===== src/rtl/apb_pkg.sv =====
// ============================================================================
// Module      : apb_pkg
// Description : Shared types and default widths for the APB initiator.
//               Holds the state encoding, the request/response bundles and
//               the default address/data widths.
// Revision    : 1.0 - initial release
// ============================================================================
`default_nettype none

package apb_pkg;

    localparam int c_apb_addr_w = 32;
    localparam int c_apb_data_w = 32;

    typedef enum logic [1:0] {
        IDLE   = 2'd0,
        SETUP  = 2'd1,
        ACCESS = 2'd2,
        RESP   = 2'd3
    } apb_state_e;

    typedef struct packed {
        logic [c_apb_addr_w-1:0] addr;
        logic [c_apb_data_w-1:0] wdata;
        logic                    write;
    } apb_req_t;

    typedef struct packed {
        logic [c_apb_data_w-1:0] rdata;
        logic                    slverr;
    } apb_resp_t;

endpackage

`default_nettype wire


===== src/rtl/apb_master.sv =====
// ============================================================================
// Module      : apb_master
// Description : APB initiator. Takes single read/write commands on a
//               valid/ready request channel, runs the APB SETUP/ACCESS
//               phases, waits on pready and returns read data plus error
//               status on a valid/ready response channel.
// Revision    : 1.0 - initial release
//
// Parameters  : ADDR_W         - paddr / req_addr width
//               DATA_W         - pwdata / prdata / req_wdata / resp_rdata width
//               TIMEOUT_CYCLES - ACCESS-phase cycle limit (>= 1), only used
//                                when APB_MASTER_TIMEOUT_EN is defined
//
// Build macro : APB_MASTER_TIMEOUT_EN - adds an ACCESS-phase watchdog that
//               ends a stalled transfer with resp_slverr = 1.
//
// Ports       : pclk, presetn        - clock, synchronous active-low reset
//               req_valid/req_ready  - command handshake
//               req_addr/req_wdata/req_write - command payload
//               resp_valid/resp_ready - response handshake
//               resp_rdata/resp_slverr - response payload
//               paddr/pwdata/pwrite/psel/penable - APB requester outputs
//               prdata/pready/pslverr - APB completer inputs
// ============================================================================
`default_nettype none

module apb_master
    import apb_pkg::*;
#(
    parameter int ADDR_W         = c_apb_addr_w,
    parameter int DATA_W         = c_apb_data_w,
    parameter int TIMEOUT_CYCLES = 16
) (
    input  logic              pclk,
    input  logic              presetn,

    input  logic              req_valid,
    output logic              req_ready,
    input  logic [ADDR_W-1:0] req_addr,
    input  logic [DATA_W-1:0] req_wdata,
    input  logic              req_write,

    output logic              resp_valid,
    input  logic              resp_ready,
    output logic [DATA_W-1:0] resp_rdata,
    output logic              resp_slverr,

    output logic [ADDR_W-1:0] paddr,
    output logic [DATA_W-1:0] pwdata,
    output logic              pwrite,
    output logic              psel,
    output logic              penable,
    input  logic [DATA_W-1:0] prdata,
    input  logic              pready,
    input  logic              pslverr
);

    localparam logic [1:0] c_st_idle   = IDLE;
    localparam logic [1:0] c_st_setup  = SETUP;
    localparam logic [1:0] c_st_access = ACCESS;
    localparam logic [1:0] c_st_resp   = RESP;

    if (TIMEOUT_CYCLES < 1) begin : g_bad_timeout_cycles
        $error("apb_master: TIMEOUT_CYCLES must be >= 1");
    end

    logic [1:0]        r_state;
    logic [ADDR_W-1:0] r_paddr;
    logic [DATA_W-1:0] r_pwdata;
    logic              r_pwrite;
    logic              r_psel;
    logic              r_penable;
    logic              r_resp_valid;
    logic [DATA_W-1:0] r_resp_rdata;
    logic              r_resp_slverr;

    logic              w_expire;
    logic              w_complete;
    logic [DATA_W-1:0] w_rdata_nxt;
    logic              w_slverr_nxt;

`ifdef APB_MASTER_TIMEOUT_EN
    localparam int c_cnt_w = $clog2(TIMEOUT_CYCLES + 1);

    logic [c_cnt_w-1:0] r_cnt;

    // Expiry fires on the edge that would make the count of stalled ACCESS
    // cycles equal TIMEOUT_CYCLES; pready on that edge still wins.
    assign w_expire = (r_state == c_st_access) && !pready &&
                      (r_cnt == c_cnt_w'(TIMEOUT_CYCLES - 1));

    always_ff @(posedge pclk) begin
        if (!presetn) begin
            r_cnt <= '0;
        end else if (r_state == c_st_setup) begin
            r_cnt <= '0;
        end else if ((r_state == c_st_access) && !pready) begin
            r_cnt <= r_cnt + c_cnt_w'(1);
        end
    end
`else
    assign w_expire = 1'b0;
`endif

    assign w_complete   = (r_state == c_st_access) && (pready || w_expire);
    // A timed-out transfer has no valid prdata, so it reports zero data.
    assign w_rdata_nxt  = (pready && !r_pwrite) ? prdata : '0;
    assign w_slverr_nxt = pready ? pslverr : 1'b1;

    always_ff @(posedge pclk) begin
        if (!presetn) begin
            r_state       <= c_st_idle;
            r_paddr       <= '0;
            r_pwdata      <= '0;
            r_pwrite      <= 1'b0;
            r_psel        <= 1'b0;
            r_penable     <= 1'b0;
            r_resp_valid  <= 1'b0;
            r_resp_rdata  <= '0;
            r_resp_slverr <= 1'b0;
        end else begin
            case (r_state)
                c_st_idle: begin
                    if (req_valid) begin
                        r_paddr   <= req_addr;
                        r_pwdata  <= req_wdata;
                        r_pwrite  <= req_write;
                        r_psel    <= 1'b1;
                        r_penable <= 1'b0;
                        r_state   <= c_st_setup;
                    end
                end
                c_st_setup: begin
                    r_penable <= 1'b1;
                    r_state   <= c_st_access;
                end
                c_st_access: begin
                    if (w_complete) begin
                        r_resp_rdata  <= w_rdata_nxt;
                        r_resp_slverr <= w_slverr_nxt;
                        r_resp_valid  <= 1'b1;
                        r_psel        <= 1'b0;
                        r_penable     <= 1'b0;
                        r_state       <= c_st_resp;
                    end
                end
                c_st_resp: begin
                    if (resp_ready) begin
                        r_resp_valid <= 1'b0;
                        r_state      <= c_st_idle;
                    end
                end
                default: begin
                    r_state <= c_st_idle;
                end
            endcase
        end
    end

    assign req_ready   = (r_state == c_st_idle);
    assign resp_valid  = r_resp_valid;
    assign resp_rdata  = r_resp_rdata;
    assign resp_slverr = r_resp_slverr;
    assign paddr       = r_paddr;
    assign pwdata      = r_pwdata;
    assign pwrite      = r_pwrite;
    assign psel        = r_psel;
    assign penable     = r_penable;

endmodule

`default_nettype wire


===== config.mk =====
export PLATFORM = sky130hd
export DESIGN_NAME = apb_master
export DESIGN_NICKNAME = d
export VERILOG_FILES = /design/src/rtl/apb_pkg.sv /design/src/rtl/apb_master.sv
export SDC_FILE = /design/constraint.sdc
export NUM_CORES = 1
export LEC_CHECK = 0
export BUFFER_PORTS_ARGS = -buffer_cell sky130_fd_sc_hd__buf_4
export CAP_MARGIN = 20
export CORE_MARGIN = 4
export CORE_UTILIZATION = 49
export DETAILED_ROUTE_END_ITERATION = 16
export PLACE_DENSITY = 0.9
export SKIP_CTS_REPAIR_TIMING = 1
export SLEW_MARGIN = 15
export SYNTH_ARGS = -nofsm -noshare
export SYNTH_HDL_FRONTEND = slang
export SYNTH_SLANG_ARGS = --single-unit

===== constraint.sdc =====
create_clock -name pclk -period 2.26 [get_ports pclk]
set_input_delay 0.452 -clock pclk [delete_from_list [all_inputs] [get_ports pclk]]
set_output_delay 0.452 -clock pclk [all_outputs]
set_load 0.02 [all_outputs]

# After elaboration in Yosys (flattened, before gate mapping)
# Index checks and enable logic that the tools add are counted.
[word_totals]
input_bits = 103
regBits = 103
wordCells = 42
out_inout_bits = 102
[op_classes]
reduce_logical = 13
eq_ne = 6
muxes = 14
[op_table]
columns = ["operator", "count"]
rows = [
  ["$mux 32", 1],
  ["$reduce_and 3->1", 4],
  ["$pmux 2 s4", 1],
  ["$mux 1", 6],
  ["$mux 2", 3],
  ["$ne 2x2->1 const B", 3],
  ["$eq 2x2->1 const B", 2],
  ["$pmux 1 s2", 2],
  ["$reduce_and 2->1", 2],
  ["$reduce_bool 2->1", 2],
  ["$pmux 1 s3", 1],
  ["$reduce_bool 3->1", 1],
  ["$eq 2x1->1 const B", 1],
  ["$logic_and 1x1->1", 2],
  ["$logic_not 2->1", 1],
  ["$logic_not 1->1", 1],
]

# Depth between registers and ports, before layout
# Gate-level depths: netlist of the first run.
[logic_depth]
ltp_word = 4
ltp_mapped = 7
depth_no_buf = 5

# Least setup slack after synthesis of the first run
# No wires, ideal clock.
[synth_timing]
path_kind = "reg-to-reg"
start = "register r_state[0]"
end = "register r_paddr[14], in the netlist paddr[14]"
setup_time_ps = 76
slack_ps = 822
path_stages_with_launch = 8
required_ps = 2184
path_buffers = 2
period_less_slack_ps = 1438
arrival_ps = 1362
path_cell_list = "dfxtp_1 -> inv_1 -> ha_1 -> nand2_1 -> buf_4 -> buf_2 -> nand2_1 -> a21boi_0"
[synth_via]
elab_chain_cells = 2
[synth_lines]
columns = ["element", "line", "text"]
rows = [
  ["start: declaration", "apb_master.sv:67", "logic [1:0] r_state;"],
  ["start signal: assignment", "apb_master.sv:112", "r_state <= c_st_idle;"],
  ["start signal: assignment", "apb_master.sv:130", "r_state <= c_st_setup;"],
  ["start signal: assignment", "apb_master.sv:135", "r_state <= c_st_access;"],
  ["$logic_not 2->1", "-", ""],
  ["via req_ready", "apb_master.sv:38", "output logic req_ready,"],
  ["$reduce_and 2->1 (no line)", "-", ""],
  ["end signal: assignment", "apb_master.sv:125", "r_paddr <= req_addr;"],
  ["end: declaration", "apb_master.sv:68", "logic [ADDR_W-1:0] r_paddr;"],
]
# The timed path passes the listed nets, and every way through them passes these cells.
# A chain may end at the register's enable or synchronous reset.

# Worst setup path after layout of the first run
[layout_timing]
start = "register r_state[1]"
end = "register r_paddr[18], in the netlist paddr[18]"
[layout_via]
elab_chain_cells = 2
[layout_lines]
columns = ["element", "line", "text"]
rows = [
  ["$logic_not 2->1", "apb_master.sv:122", "case (r_state)"],
  ["$reduce_and 2->1 (no line)", "-", ""],
]
# No other way between the ends.

==> results of run 1 <==
metal layers:
metal  vias up  part of all wire, %  global-route usage, %
li1       1889                    -                      -
met2       123                   50                  37.24
met5         -                    0                      0
met1      1763                   40                  24.55
met3        17                  7.9                  6.802
met4         0                  2.1                  8.193
cell type report:
type / count / area, sq um / share of cell area, %
multi-input cells: 321 / 1809 / 30.98
well taps: 105 / 131.4 / 2.249
clock inverters: 5 / 62.56 / 1.071
clock buffers: 11 / 141.4 / 2.421
inverters: 4 / 15.01 / 0.2571
repair buffers: 214 / 1619 / 27.72
flip-flops and latches: 103 / 2062 / 35.30
synthesized netlist by cell type:
| master | instances |
|---|---|
| nand2_1 | 169 |
| buf_8 | 3 |
| o211a_1 | 1 |
| a21boi_2 | 2 |
| and2_1 | 2 |
| o21bai_1 | 2 |
| buf_4 | 2 |
| buf_2 | 11 |
| nand3b_1 | 32 |
| o311ai_1 | 1 |
| a21boi_1 | 67 |
| ha_1 | 5 |
| inv_1 | 4 |
| dfxtp_1 | 103 |
| mux2i_1 | 1 |
| buf_6 | 6 |
| nor2b_1 | 3 |
| nor3_2 | 1 |
| or3_1 | 1 |
| o41ai_1 | 1 |
| clkbuf_1 | 13 |
| o21ai_0 | 2 |
| a21boi_0 | 31 |
state kept, by name, summed over array words and instances, names as in the netlist:
signal	cells
resp_rdata	32
pwdata	32
penable	1
r_state	2
paddr	32
pwrite	1
psel	1
resp_slverr	1
resp_valid	1
worst min-delay path: stages:
cell and delay [ps]:
buf_4 110, nand2_1 40, a21boi_1 50
cell usage in the layout, fill, tap and decap left out, types with 2 or more instances in the layout:
cell / count
inv_1: 4
a21boi_0: 31
a21boi_2: 2
inv_6: 2
a21boi_1: 67
o21ai_0: 2
nand3b_1: 32
o21bai_1: 2
dfxtp_1: 103
nand2_1: 168
clkbuf_8: 10
clkinvlp_4: 2
ha_1: 5
buf_4: 213
nor2b_1: 3
kinds of logic (layout without fill, tap and decap cells):
| logic type | after synthesis | in the layout | synth area share, % |
|---|---|---|---|
| compound gates | 107 | 107 | 19.71 |
| fa+ha+maj | 5 | 5 | 1.521 |
| buf+inv | 39 | 234 | 5.991 |
| flops | 103 | 103 | 50.12 |
| mux | 1 | 1 | 0.2433 |
| simple gates | 208 | 208 | 22.41 |
path summary, 6_finish.rpt:
check	end	slack, ps	cells after the start
setup / recovery	paddr[18]	430	6
setup reg to reg	paddr[18]	430	6
hold / removal	pwdata[2]	330	3
hold reg to reg	resp_rdata[14]	450	2
metrics by stage:
step	instance area (sq um)	total power, uW	cells
after CTS	5841	5532	763
after global routing	5841	5808	763
after detailed placement	5637	4361	747
final	5841	5481	763
after global placement	5637	4278	747
after floorplan	4114	3604	463
report_power, final:
part | leakage (uW) | internal (uW) | switching [uW]
Clock | 0.0000966 | 552 | 624
Combinational | 0.00165 | 840 | 1180
Sequential | 0.000841 | 2110 | 174
==> flow_summary.ini, run 1 <==
[synthesis]
synth_top_area_share_pct = 50.12
synth_area_leaders = dfxtp_1, nand2_1, a21boi_1
netlist_area_sq_um = 4114
syn_avg_cell_area_sq_um = 8.885
ys_types = 23
yosysSeqAreaShare_pct = 50.12
synthCells = 463
ys_ff_latch = 103
yosysWarnings = 0
synth_nets = 571
synth_top_cell_by_area = dfxtp_1

[global_route]
antenna_found_initial = 0
grt_max_degree = 59
grt_first_pass_wirelength_microns = 17330
grt_pass1_vias = 3758
grt-ovfl-total = 0
track_usage_pct = 21.44

[die]
dieWidth_microns = 99.63
io_pins = 205
die-area_sq_um = 9926
die_y_microns = 99.63
core_area_sq_um = 8175
start_util_pct = 50.32
row_count = 33

[worst_setup_path]
path_buf_inv = 2
slowest_stage = and2_2
cp.arrival_ps = 2110
cp_max_fo = 26
cp-end-kind = flip-flop
path_cells = inv_1 > ha_1 > and2_2 > buf_4 > nand2_1 > a21boi_0
crit_start = r_state[1]
critical-path-top-delay-family = simple AND/OR/NAND/NOR gates
r2r-start = r_state[1]
cp-start-kind = flip-flop
critical_path_class = flip-flop to flip-flop
crit_required_ps = 2530
max_stage_delay_ps = 420

[clock_network]
insertion_delay_ps = 350
h-tree-depth = 3
cts.clk_slew.worst_paths_ps = 100
cts_tree = built
cts_root_buffer = clkbuf_8
cts_buffers = 9
cts.sinks = 103
cts.path.max_buffers = 2

[cells_and_area]
drive_gt1_share_pct = 35.56
fillers = 643
utilization_pct = 71.44
diodes = 0
fin_nets = 761
syn2layout_area_growth_pct = 41.97

[routing]
ant_nets = 0
wl_microns = 10950
via_count = 3792
drt_iter0_drc = 147
avgViaCountPerCell = 4.970
drc = 0
wire_per_inst_microns = 14.35
drt_first_pass_iters = 5

[power_and_ir_drop]
ir_drop_mv = 0.6269
p_leak_uw = 0.002585
power_density_nw_per_um2 = 938.5

[sta]
slew_viol_final = 0
setup_tns_ps = 0
whs_ps = 331.3
final.min_clock_period_ps = 1834
hold_viol = 0
fin_worst_skew_ps = 12.94
fmax_mhz = 545.1
rsz0062_at_grt = no
layout_setup_ws_ps = 425.6
worst_pin_slew_ps = 498.6
min_period_over_period_pct = 81.17
maxSlewHeadroom_pct = 66.76
setup_viol = 0

[hold_path]
min_from = req_wdata[2]
hp-class = input pin to flip-flop

[status]
status = completed

[placed_design]
io_buffers = 204
place_ws_ps = 437.7
dp_hpwl_microns = 8185
globalplace.congestion = 0.7599

[job]
cap_violations = 0
Note: power is estimated with default switching activity, not from simulation.
==> run 2, diff against run 1 <==
Settings changed: ABC_AREA set to 1, CORE_UTILIZATION 49 to 44, PLACE_DENSITY 0.9 to 0.84.
Clock period 2.26 ns to 1.85 ns, I/O delays scaled along.
==> run 2 against run 1 <==
Compared with the run above:
- clock power up 35%
- die area up 0.63%
- clock skew up 1.4 ps
- register-to-register slack worse by 140 ps
- critical path depth down 3
- wire length down 4.9%
- combinational power up 46%
- hold slack worse by 89 ps
- final cell count up 1.6%
- highest routed layer unchanged
==> flow_summary.ini, run 2 <==
[die]
die-area_sq_um = 9989
dieWidth_microns = 99.95
start_util_pct = 45.27
io_pins = 205
core_area_sq_um = 8217
die_y_microns = 99.95
row_count = 33

[synthesis]
synth_nets = 581
ys_top_cells_by_count = nor2_1, dfxtp_1, nand2_1
yosysWarnings = 0
synth_edf_count = 0
synth_top_area_share_pct = 55.43
netlist_area_sq_um = 3720
syn_avg_cell_area_sq_um = 7.864
yosysSeqAreaShare_pct = 55.43
synthCells = 473
postSynth.asyncResetShare_pct = 0
synth_top_cell_by_area = dfxtp_1
synth_area_leaders = dfxtp_1, nor2_1, nand2_1
ys_ff_latch = 103
synth-main-ff-cell = dfxtp_1
ys_types = 21
synth.most_common_cell = nor2_1

[placed_design]
dp_hpwl_microns = 7870
place_ws_ps = 306.5
io_buffers = 204
globalplace.congestion = 0.8030

[sta]
fmax_mhz = 595.5
setup_viol = 0
min_period_over_period_pct = 90.77
rsz0062_at_grt = no
worst_pin_slew_ps = 400.3
final.min_clock_period_ps = 1679
maxSlewHeadroom_pct = 73.32
slew_viol_final = 0
layout_setup_ws_ps = 170.7
setup_tns_ps = 0
hold_viol = 0
fin_worst_skew_ps = 14.35

[routing]
via_count = 3703
drt_iter0_drc = 108
ant_nets = 0
wl_microns = 10420
route.met2.wl_microns = 5023
dr_wl_met3_microns = 1189
highest_layer = met4
drc = 0
drt_first_pass_iters = 4
wire_per_inst_microns = 13.44
wl_met1_microns = 4039
avgViaCountPerCell = 4.778

[clock_network]
cts_root_buffer = clkbuf_8
cts.path.max_buffers = 2
cts_tree = built
cts_buffers = 9
insertion_delay_ps = 350
cts.sinks = 103
cts.clk_slew.worst_paths_ps = 100
h-tree-depth = 3

[worst_setup_path]
cp-start-kind = flip-flop
crit_required_ps = 1480
path_buf_inv = 2
critical_path_class = flip-flop to output port
slowest_stage = dfxtp_1
max_stage_delay_ps = 390
cp_max_fo = 5
path_cells = inv_1 > ha_1 > buf_4
critical-path-top-delay-family = flip-flops
cp-end-kind = output port
cp.arrival_ps = 1310

[global_route]
grt_first_pass_wirelength_microns = 16360
grt_pass1_vias = 3557
antenna_found_initial = 0
grt-ovfl-total = 0
grt_max_degree = 50
track_usage_pct = 20.20

[cells_and_area]
layout_common_cells = buf_4, nor2_1, dfxtp_1, nand2_1, o21ai_0
fin_nets = 773
syn2layout_area_growth_pct = 47.97
diodes = 0
final_common_cell = buf_4
drive_gt1_share_pct = 34.33
utilization_pct = 66.99

[power_and_ir_drop]
power_density_nw_per_um2 = 1371
p_leak_uw = 0.002583
ir_drop_mv = 0.7075

[hold_path]
hp-class = input pin to flip-flop

[job]
cap_violations = 0

[status]
status = completed
run 2: final timing paths:
path | start | to | slack [ps] | depth (start not counted)
max | r_state[0] | req_ready | 170 | 3
min | req_wdata[24] | pwdata[24] | 240 | 3
min reg2reg | psel | psel | 470 | 2
max reg2reg | r_state[0] | resp_rdata[26] | 290 | 6
run 2: per-layer routing:
layer,up-vias,track usage [%]
met5,-,0
met4,0,6.303
met3,11,8.617
met2,150,35.45
met1,1656,21.99
li1,1886,-
run 2: through the flow:
stage               hold WS (ps)  area, sq um  total power, uW  instances
finish                     242.5         5504             7548        775
CTS                        233.9         5504             7607        775
global route               244.5         5504             8041        775
floorplan                  512.7         3720             4846        473
detailed placement         455.9         5271             6034        759
global placement           452.0         5271             5945        759
run 2: area by class of cell:
class                      instances  area, sq um
clock buffer                      12        155.1
clock inverter                     4        77.57
fill                             681         2713
inverter                          11        41.29
multi-input combinational        329         1440
sequential                       103         2062
tap                              105        131.4
timing repair buffer             211         1597
run 2: worst reg2reg max path: stages, from the launching register on:
cell and delay, ps:
dfxtp_1 350, inv_1 110, ha_1 260, nand2_4 150, nor2_8 360, nand2_1 110, a21oi_1 150
run 2: power by group:
part	switching (uW)	internal, uW
sequential	285	2730
clock	751	843
combinational	1750	1190
total	2790	4760
run 2: cells by family after synthesis:
| kind of cell | synth area share [%] |
|---|---|
| AO/OA/AOI/OAI | 13.45 |
| flip-flops | 55.43 |
| buffers and inverters | 5.852 |
| adder cells (fa/ha/maj) | 1.682 |
| AND/OR/NAND/NOR | 23.58 |
